### src/rtl/mux4_rr_arbiter.sv
// Round-robin arbiter owning the 4:1 select, with a registered, qualified data output.
// Optional grant hold limit enabled by defining ARB_HOLD_LIMIT_EN.
module mux4_rr_arbiter #(
  parameter int unsigned DW       = 1,
  parameter int unsigned MAX_HOLD = 8
) (
  input  logic          clk,
  input  logic          rst_n,
  input  logic [3:0]    req,
  input  logic [DW-1:0] din0,
  input  logic [DW-1:0] din1,
  input  logic [DW-1:0] din2,
  input  logic [DW-1:0] din3,
  output logic [3:0]    gnt,
  output logic [1:0]    sel,
  output logic [DW-1:0] dout,
  output logic          dout_vld,
  output logic          busy
);

  typedef enum logic [0:0] {StIdle, StGrant} state_e;

  state_e        state_q, state_d;
  logic [3:0]    gnt_q, gnt_d;
  logic [1:0]    sel_q, sel_d;
  logic [1:0]    ptr_q, ptr_d;
  logic [1:0]    winner;
  logic          found;
  logic          rel;
  logic          live;
  logic [DW-1:0] dout_q, din_sel;
  logic          dout_vld_q;

  // First set request bit scanning upward from the rotating pointer.
  always_comb begin
    winner = ptr_q;
    found  = 1'b0;
    for (int i = 0; i < 4; i++) begin
      if (!found && req[ptr_q + 2'(i)]) begin
        winner = ptr_q + 2'(i);
        found  = 1'b1;
      end
    end
  end

  always_comb begin
    din_sel = din0;
    unique case (sel_q)
      2'd0: din_sel = din0;
      2'd1: din_sel = din1;
      2'd2: din_sel = din2;
      2'd3: din_sel = din3;
      default: din_sel = din0;
    endcase
  end

  assign live = gnt_q[sel_q] & req[sel_q];

`ifdef ARB_HOLD_LIMIT_EN
  localparam int unsigned CW = (MAX_HOLD > 1) ? $clog2(MAX_HOLD) : 1;

  logic [CW-1:0] hold_q, hold_d;
  logic          hold_at_max;
  logic          others;

  assign hold_at_max = (hold_q == CW'(MAX_HOLD - 1));
  assign others      = |(req & ~(4'b0001 << sel_q));
  // Forced release only when someone else is waiting; otherwise the count saturates.
  assign rel         = !req[sel_q] || (hold_at_max && others);

  always_comb begin
    hold_d = hold_q;
    if (state_q == StIdle) begin
      if (found) hold_d = '0;
    end else if (!rel && !hold_at_max) begin
      hold_d = hold_q + CW'(1);
    end
  end

  always_ff @(posedge clk or negedge rst_n) begin
    if (!rst_n) hold_q <= '0;
    else        hold_q <= hold_d;
  end
`else
  logic unused_max_hold;
  assign unused_max_hold = ^MAX_HOLD;
  assign rel             = !req[sel_q];
`endif

  always_comb begin
    state_d = state_q;
    gnt_d   = gnt_q;
    sel_d   = sel_q;
    ptr_d   = ptr_q;
    unique case (state_q)
      StIdle: begin
        if (found) begin
          state_d = StGrant;
          gnt_d   = 4'b0001 << winner;
          sel_d   = winner;
        end
      end
      StGrant: begin
        if (rel) begin
          state_d = StIdle;
          gnt_d   = 4'b0000;
          ptr_d   = sel_q + 2'd1;
        end
      end
      default: begin
        state_d = StIdle;
        gnt_d   = 4'b0000;
      end
    endcase
  end

  always_ff @(posedge clk or negedge rst_n) begin
    if (!rst_n) begin
      state_q    <= StIdle;
      gnt_q      <= 4'b0000;
      sel_q      <= 2'd0;
      ptr_q      <= 2'd0;
      dout_q     <= '0;
      dout_vld_q <= 1'b0;
    end else begin
      state_q    <= state_d;
      gnt_q      <= gnt_d;
      sel_q      <= sel_d;
      ptr_q      <= ptr_d;
      dout_vld_q <= live;
      if (live) dout_q <= din_sel;
    end
  end

  assign gnt      = gnt_q;
  assign sel      = sel_q;
  assign dout     = dout_q;
  assign dout_vld = dout_vld_q;
  assign busy     = (state_q == StGrant);

endmodule

### config.mk
export PLATFORM = sky130hd
export DESIGN_NAME = mux4_rr_arbiter
export DESIGN_NICKNAME = d
export VERILOG_FILES = /design/src/rtl/mux4_rr_arbiter.sv
export SDC_FILE = /design/constraint.sdc
export NUM_CORES = 1
export LEC_CHECK = 0
export ABC_AREA = 1
export CAP_MARGIN = 20
export CORE_UTILIZATION = 40
export CTS_CLUSTER_DIAMETER = 40
export CTS_CLUSTER_SIZE = 28
export DETAILED_ROUTE_END_ITERATION = 10
export GPL_ROUTABILITY_DRIVEN = 0
export PLACE_DENSITY = 0.66
export SLEW_MARGIN = 20
export SYNTH_ARGS = -nofsm -noshare
export SYNTH_HDL_FRONTEND = slang
export SYNTH_SLANG_ARGS = --single-unit
### constraint.sdc
create_clock -name clk -period 1.4 [get_ports clk]
set_input_delay 0.28 -clock clk [delete_from_list [all_inputs] [get_ports clk]]
set_output_delay 0.28 -clock clk [all_outputs]
set_load 0.05 [all_outputs]
==> results of run 1 <==
==> critical path, stage by stage, from the launching register on <==
cell and delay, ns:
dfrtp_2 0.47, buf_8 0.17, nand2_4 0.08, nand3_2 0.10, nand2_4 0.12, nand3_4 0.10
nor2_4 0.16, nor2_8 0.06, inv_2 0.07, nor2_1 0.05, nand2_1 0.05, nand2_1 0.05
==> what timing repair did <==
item / CTS / global route
gates resized for setup: 19 / 33
gates cloned: 1 / 0
buffers inserted: 6 / 2
setup endpoints to repair: 7 / 10
pin swaps: 11 / 13
==> synthesized netlist by cell type, types with 2 or more instances <==
cell type | n | area share (%)
nand3_1 | 13 | 6.5
nor2_1 | 4 | 1.5
o21ai_1 | 2 | 1.0
o21ai_0 | 8 | 4.0
inv_2 | 4 | 1.5
nand2_4 | 3 | 3.4
nor2_2 | 2 | 1.2
nand4_1 | 2 | 1.2
dfrtp_1 | 11 | 27
nand2_1 | 51 | 19
nor2_4 | 2 | 2.2
a21oi_1 | 4 | 2.0
nand2_2 | 16 | 10
inv_1 | 10 | 3.7
ha_1 | 4 | 5.0
nand3_2 | 2 | 2.0
==> metal layers <==
layer	wire, µm	up-vias	part of all wire (%)
met5	0	-	0
li1	-	553	-
met1	1410	552	45
met3	160	0	5.1
met4	0	0	0
met2	1580	35	50
==> stage by stage <==
step,instances,setup WS (ns),utilization (%),total power (W),hold WS (ns)
4_1_cts,215,-0.190,69.2,0.00436,0.306
5_1_grt,217,-0.274,74.0,0.00505,0.314
2_1_floorplan,145,-0.0730,-,0.00262,-0.0156
3_3_place_gp,204,-0.383,61.8,0.00361,0.534
6_report,217,-0.211,74.0,0.00475,0.311
3_5_place_dp,204,-0.444,61.8,0.00367,0.538
==> power breakdown <==
part           internal (W)  leakage (nW)  total, W  switching [W]
sequential         0.000461         0.135  0.000631       0.000169
clock              0.000110        0.0150  0.000219       0.000108
combinational       0.00161         0.705   0.00390        0.00229
total               0.00219         0.855   0.00475        0.00257
==> flip-flops by register name, summed over array words and instances, names as in the netlist <==
signal,cells
dout_vld,1
ptr_q,2
gnt,4
busy,1
dout,1
sel,2
==> worst max path at each step <==
stage | from | endpoint | cells past startpoint
after CTS | ptr_q[0] | gnt[0] | 11
final | ptr_q[0] | gnt[0] | 11
after detailed placement | req[3] | gnt[1] | 12
after global placement | req[3] | gnt[1] | 12
after floorplan | ptr_q[1] | gnt[1] | 12
after global routing | ptr_q[0] | gnt[0] | 12
==> final cells by class <==
cell class                      count  share of cell area (%)
Multi-Input combinational cell    118                    48.7
Clock buffer                        4                    1.55
Timing Repair inverter              1                   0.442
Timing Repair Buffer               41                    27.4
Inverter                           14                    3.38
Tap cell                           28                    2.06
Sequential cell                    11                    16.5
==> cell families after synthesis <==
family	Yosys count
adder cells (fa/ha/maj)	4
flip-flops	11
AO/OA/AOI/OAI	16
buffers and inverters	16
AND/OR/NAND/NOR	98
==> metrics.yaml, run 1 <==
outcome: "finished, violations left"
failed_checks: "setup timing"
areaGrowthSynthToFinish_pct: 69.0
coreArea_mm2: 0.00230
post_synth_num_cell_types: 23
final_area_mm2: 0.00170
ant_nets: 0
die_x_um: 52.2
ys.flop_type: "dfrtp_1"
synthAdderAreaFrac_pct: 4.98
htree_levels: 1
synth_top_family_by_area: "simple AND/OR/NAND/NOR gates"
grt_setup_unrepaired: "yes"
crit_path_end_kind: "flip-flop"
num_vias: 1140
ctsLongestPathBuffers: 2
maxSlewHeadroom_pct: 81.5
fp.dieH_um: 52.2
placed_area_mm2: 0.00142
p_leak_nw: 0.855
cts_sinks: 11
p_per_area_mw_per_mm2: 2800
io_pins: 19
grt_max_degree: 12
worstRegToRegCells: 11
grt_pass1_wl_mm: 4.85
synth.avg_cell_area_um2: 6.94
required_ns: 1.56
wl_mm: 3.15
final_cell_mix: "33 x nand2_1, 23 x nand2_2, 20 x buf_4"
cp_max_fo: 8
num_antenna_cells: 0
setup_ws_ns: -0.211
setup_tns_ns: -1.33
worstSetupStartpointType: "flip-flop"
drv_slew: 0
tightestPinTransition_ns: 0.277
grt.overflow.total: 0
grt_pass1_vias: 1120
synth_warnings: 0
post_drt_wl_per_cell_um: 14.5
n_fill_cell: 166
regToRegEndpoint: "gnt[0]"
crit_arrival_ns: 1.77
synth_xor_area_share_pct: 0
num_rows: 17
antenna_found_initial: 0
synth_fp_nets: 159
finalHoldViolations: 0
dpl.hpwl_mm: 2.08
yosys.area_share.simple_pct: 52.0
grtUsageMet1_pct: 31.2
drt_pass1_iterations: 4
multiInputGateArea_um2: 828
ys_ff_latch: 11
drtIter0Drc: 35
path_clk_slew_ns: 0.07
r2r_slack_ns: -0.21
gr-usage-met2_pct: 41.0
die_area_mm2: 0.00272
seqCellArea_um2: 280
grtUsageMet3_pct: 6.73
ys_seq_area_share_pct: 27.4
start_util_pct: 43.8
max-cap-violations: 0
drc_errors: 0
grt_usage_pct: 24.7
cts_buffers: 3
synth-edff-count: 0
insertion_delay_ns: 0.27
r2r_start: "ptr_q[0]"
skew_ns: 0.00369
layout_commonest_cell: "nand2_1"
vdd_drop_max_mv: 1.92
hold_class: "in -> async"
async_flop_share_pct: 100
final.min_clock_period_ns: 1.61
syn_inst: 145
path_class: "reg -> reg"
cts_tree: "done"
setup_viol: 10
clockRootBuffer: "clkbuf_4"
io_buffer_count: 18
viasPerCell: 5.25
clock.fmax_ghz: 0.621
synth_compound_area_share_pct: 8.58
drive_gt1_share_pct: 51.3
nets: 204
syn_area_mm2: 0.00101
ctsHoldBuffers: 0
fin_crit_sh_pct: 115
synthMuxAreaShare_pct: 0
busiest_layer: "met2"
Power figures use the tool's default switching activity.
==> run 2, diff against run 1 <==
- clock period: 1.4 -> 1.48 ns (I/O delays scaled with it)
==> run 2 against run 1 <==
The flow still finishes with violations (setup timing). Combinational power fell by 11%. Register-to-register slack improved by 0.09 ns. Non-clock buffer count fell by 4. Total power fell by 9.9%. Clock power fell by 4%. Highest routed layer is now met4.
==> metrics.yaml, run 2 (synthesis gave the netlist of run 1 again) <==
setup_viol: 6  # was 10
ctsHoldBuffers: 0  # unchanged
coreArea_mm2: 0.00230  # unchanged
crit_arrival_ns: 1.81  # was 1.77 ns
worstSetupStartpointType: "primary input"  # was flip-flop
drc_errors: 0  # unchanged
grt_pass1_vias: 1004  # was 1120
grt_usage_pct: 21.8  # was 24.7%
io_buffer_count: 18  # unchanged
num_rows: 17  # unchanged
path_clk_slew_ns: 0.08  # was 0.07 ns
grt_setup_unrepaired: "yes"  # unchanged
insertion_delay_ns: 0.28  # was 0.27 ns
die_x_um: 52.2  # unchanged
antenna_found_initial: 0  # unchanged
fin_crit_sh_pct: 108
max-cap-violations: 0  # unchanged
largest_register_ffs: 4  # unchanged
hold_ws_ns: 0.348  # was 0.311 ns
required_ns: 1.69  # was 1.56 ns
skew_ns: 0.00822  # was 0.00369 ns
die_area_mm2: 0.00272  # unchanged
viasPerCell: 5.16  # was 5.25
clockRootBuffer: "clkbuf_4"  # unchanged
regToRegEndpoint: "gnt[3]"  # was gnt[0]
p_leak_nw: 0.813  # was 0.855 nW
drt_pass1_iterations: 4  # unchanged
cts_sinks: 11  # unchanged
drtIter0Drc: 26  # was 35
critPathCapture: "gnt[3]"  # was gnt[0]
worstRegToRegCells: 10  # was 11
crit_path_end_kind: "flip-flop"  # unchanged
dpl.hpwl_mm: 2.06  # was 2.08 mm
htree_levels: 1  # unchanged
vdd_drop_max_mv: 1.70  # was 1.92 mV
pre_cts_ws_ns: -0.370  # was -0.444 ns
grt_pass1_wl_mm: 4.31  # was 4.85 mm
ctsLongestPathBuffers: 2  # unchanged
outcome: "finished, violations left"  # unchanged
num_vias: 1093  # was 1140
ant_nets: 0  # unchanged
path_class: "in -> reg"  # was reg -> reg
p_per_area_mw_per_mm2: 2650  # was 2800 mW/mm²
finalHoldViolations: 0  # unchanged
setup_ws_ns: -0.122  # was -0.211 ns
drive_gt1_share_pct: 46.2  # was 51.3%
failed_checks: "setup timing"  # unchanged
crit_start: "req[2]"  # was ptr_q[0]
wl_mm: 2.80  # was 3.15 mm
p_total_w: 0.00428  # was 0.00475 W
grt.overflow.total: 0  # unchanged
cp_max_fo: 3  # was 8
tightestPinTransition_ns: 0.502  # was 0.277 ns
start_util_pct: 43.8  # unchanged
fp.dieH_um: 52.2  # unchanged
io_pins: 19  # unchanged
final_cell_mix: "40 x nand2_1, 19 x nand2_2, 17 x buf_4"  # was 33 x nand2_1, 23 x nand2_2, 20 x buf_4
nets: 199  # was 204
drv_slew: 0  # unchanged
post_drt_wl_per_cell_um: 13.2  # was 14.5 µm
maxSlewHeadroom_pct: 66.4  # was 81.5%
areaGrowthSynthToFinish_pct: 60.7  # was 69.0%
r2r_start: "ptr_q[1]"  # was ptr_q[0]
num_antenna_cells: 0  # unchanged
clock.fmax_ghz: 0.624
grt_max_degree: 12  # unchanged
cts_buffers: 3  # unchanged
hold_class: "in -> async"  # unchanged
layout_commonest_cell: "nand2_1"  # unchanged
final.min_clock_period_ns: 1.60
cts_tree: "done"  # unchanged
r2r_slack_ns: -0.12  # was -0.21 ns
## run 2: cell count changes in the layout (fill, tap and decap cells not counted), moves of 2 or more
cell,change
nand2_2,-4
nor2_2,+2
nand2_1,+7
buf_4,-3
nand2_4,-3
## run 2: worst min-delay path by stage
stage                start     end  slack, ns  depth (start not counted)
finish               rst_n  gnt[3]       0.35                          1
global route         rst_n    busy       0.37                          1
floorplan            rst_n    busy     0.0004                          0
detailed placement  gnt[0]  gnt[0]       0.56                          2
global placement      dout    dout       0.54                          2
CTS                  rst_n  gnt[3]       0.36                          1
## run 2: area by class of cell
type / instances / area (µm²)
clock buffer: 3 / 22.5
sequential: 11 / 280
tap: 28 / 35.0
inverter: 14 / 60.1
multi-input combinational: 118 / 790
clock inverter: 1 / 5.00
timing repair buffer: 37 / 424
fill: 181 / 681
## run 2: routing by layer
metal / up-vias / wire, µm / global-route usage [%]
met1: 520 / 1280 / 28.1
li1: 546 / - / -
met2: 23 / 1400 / 34.8
met3: 4 / 95 / 6.73
met4: 0 / 27 / 6.14
met5: - / 0 / 0
## run 2: per-stage QoR
stage	instances	TNS [ns]	instance area [µm²]	util, %
final	212	-0.477	1620	70.4
after global routing	212	-1.06	1620	70.4
after CTS	210	-0.285	1490	64.9
after detailed placement	203	-2.71	1410	61.3
after global placement	203	-2.59	1410	61.3
after floorplan	145	0	1020	-
## run 2: power breakdown
| group | total [W] | switching [W] | internal (W) |
|---|---|---|---|
| Combinational | 0.00348 | 0.00204 | 0.00143 |
| Clock | 0.000211 | 0.000111 | 0.000100 |
| Sequential | 0.000594 | 0.000157 | 0.000436 |
## run 2: what timing repair did
action | in CTS | in global routing
pin swaps | 4 | 11
gates resized for setup | 12 | 27
endpoints found under the setup margin | 6 | 8
buffers inserted | 3 | 2
## run 2: critical path: stages
cell and delay [ns]:
clkdlybuf4s50_1 0.50, inv_2 0.11, nand2_1 0.05, nand2_1 0.07, nand2_2 0.07, nand2_4 0.11, nand3_4 0.09, nor2_2 0.12
nand2_1 0.09, nand2_2 0.11, nand2_2 0.07, o21ai_1 0.14
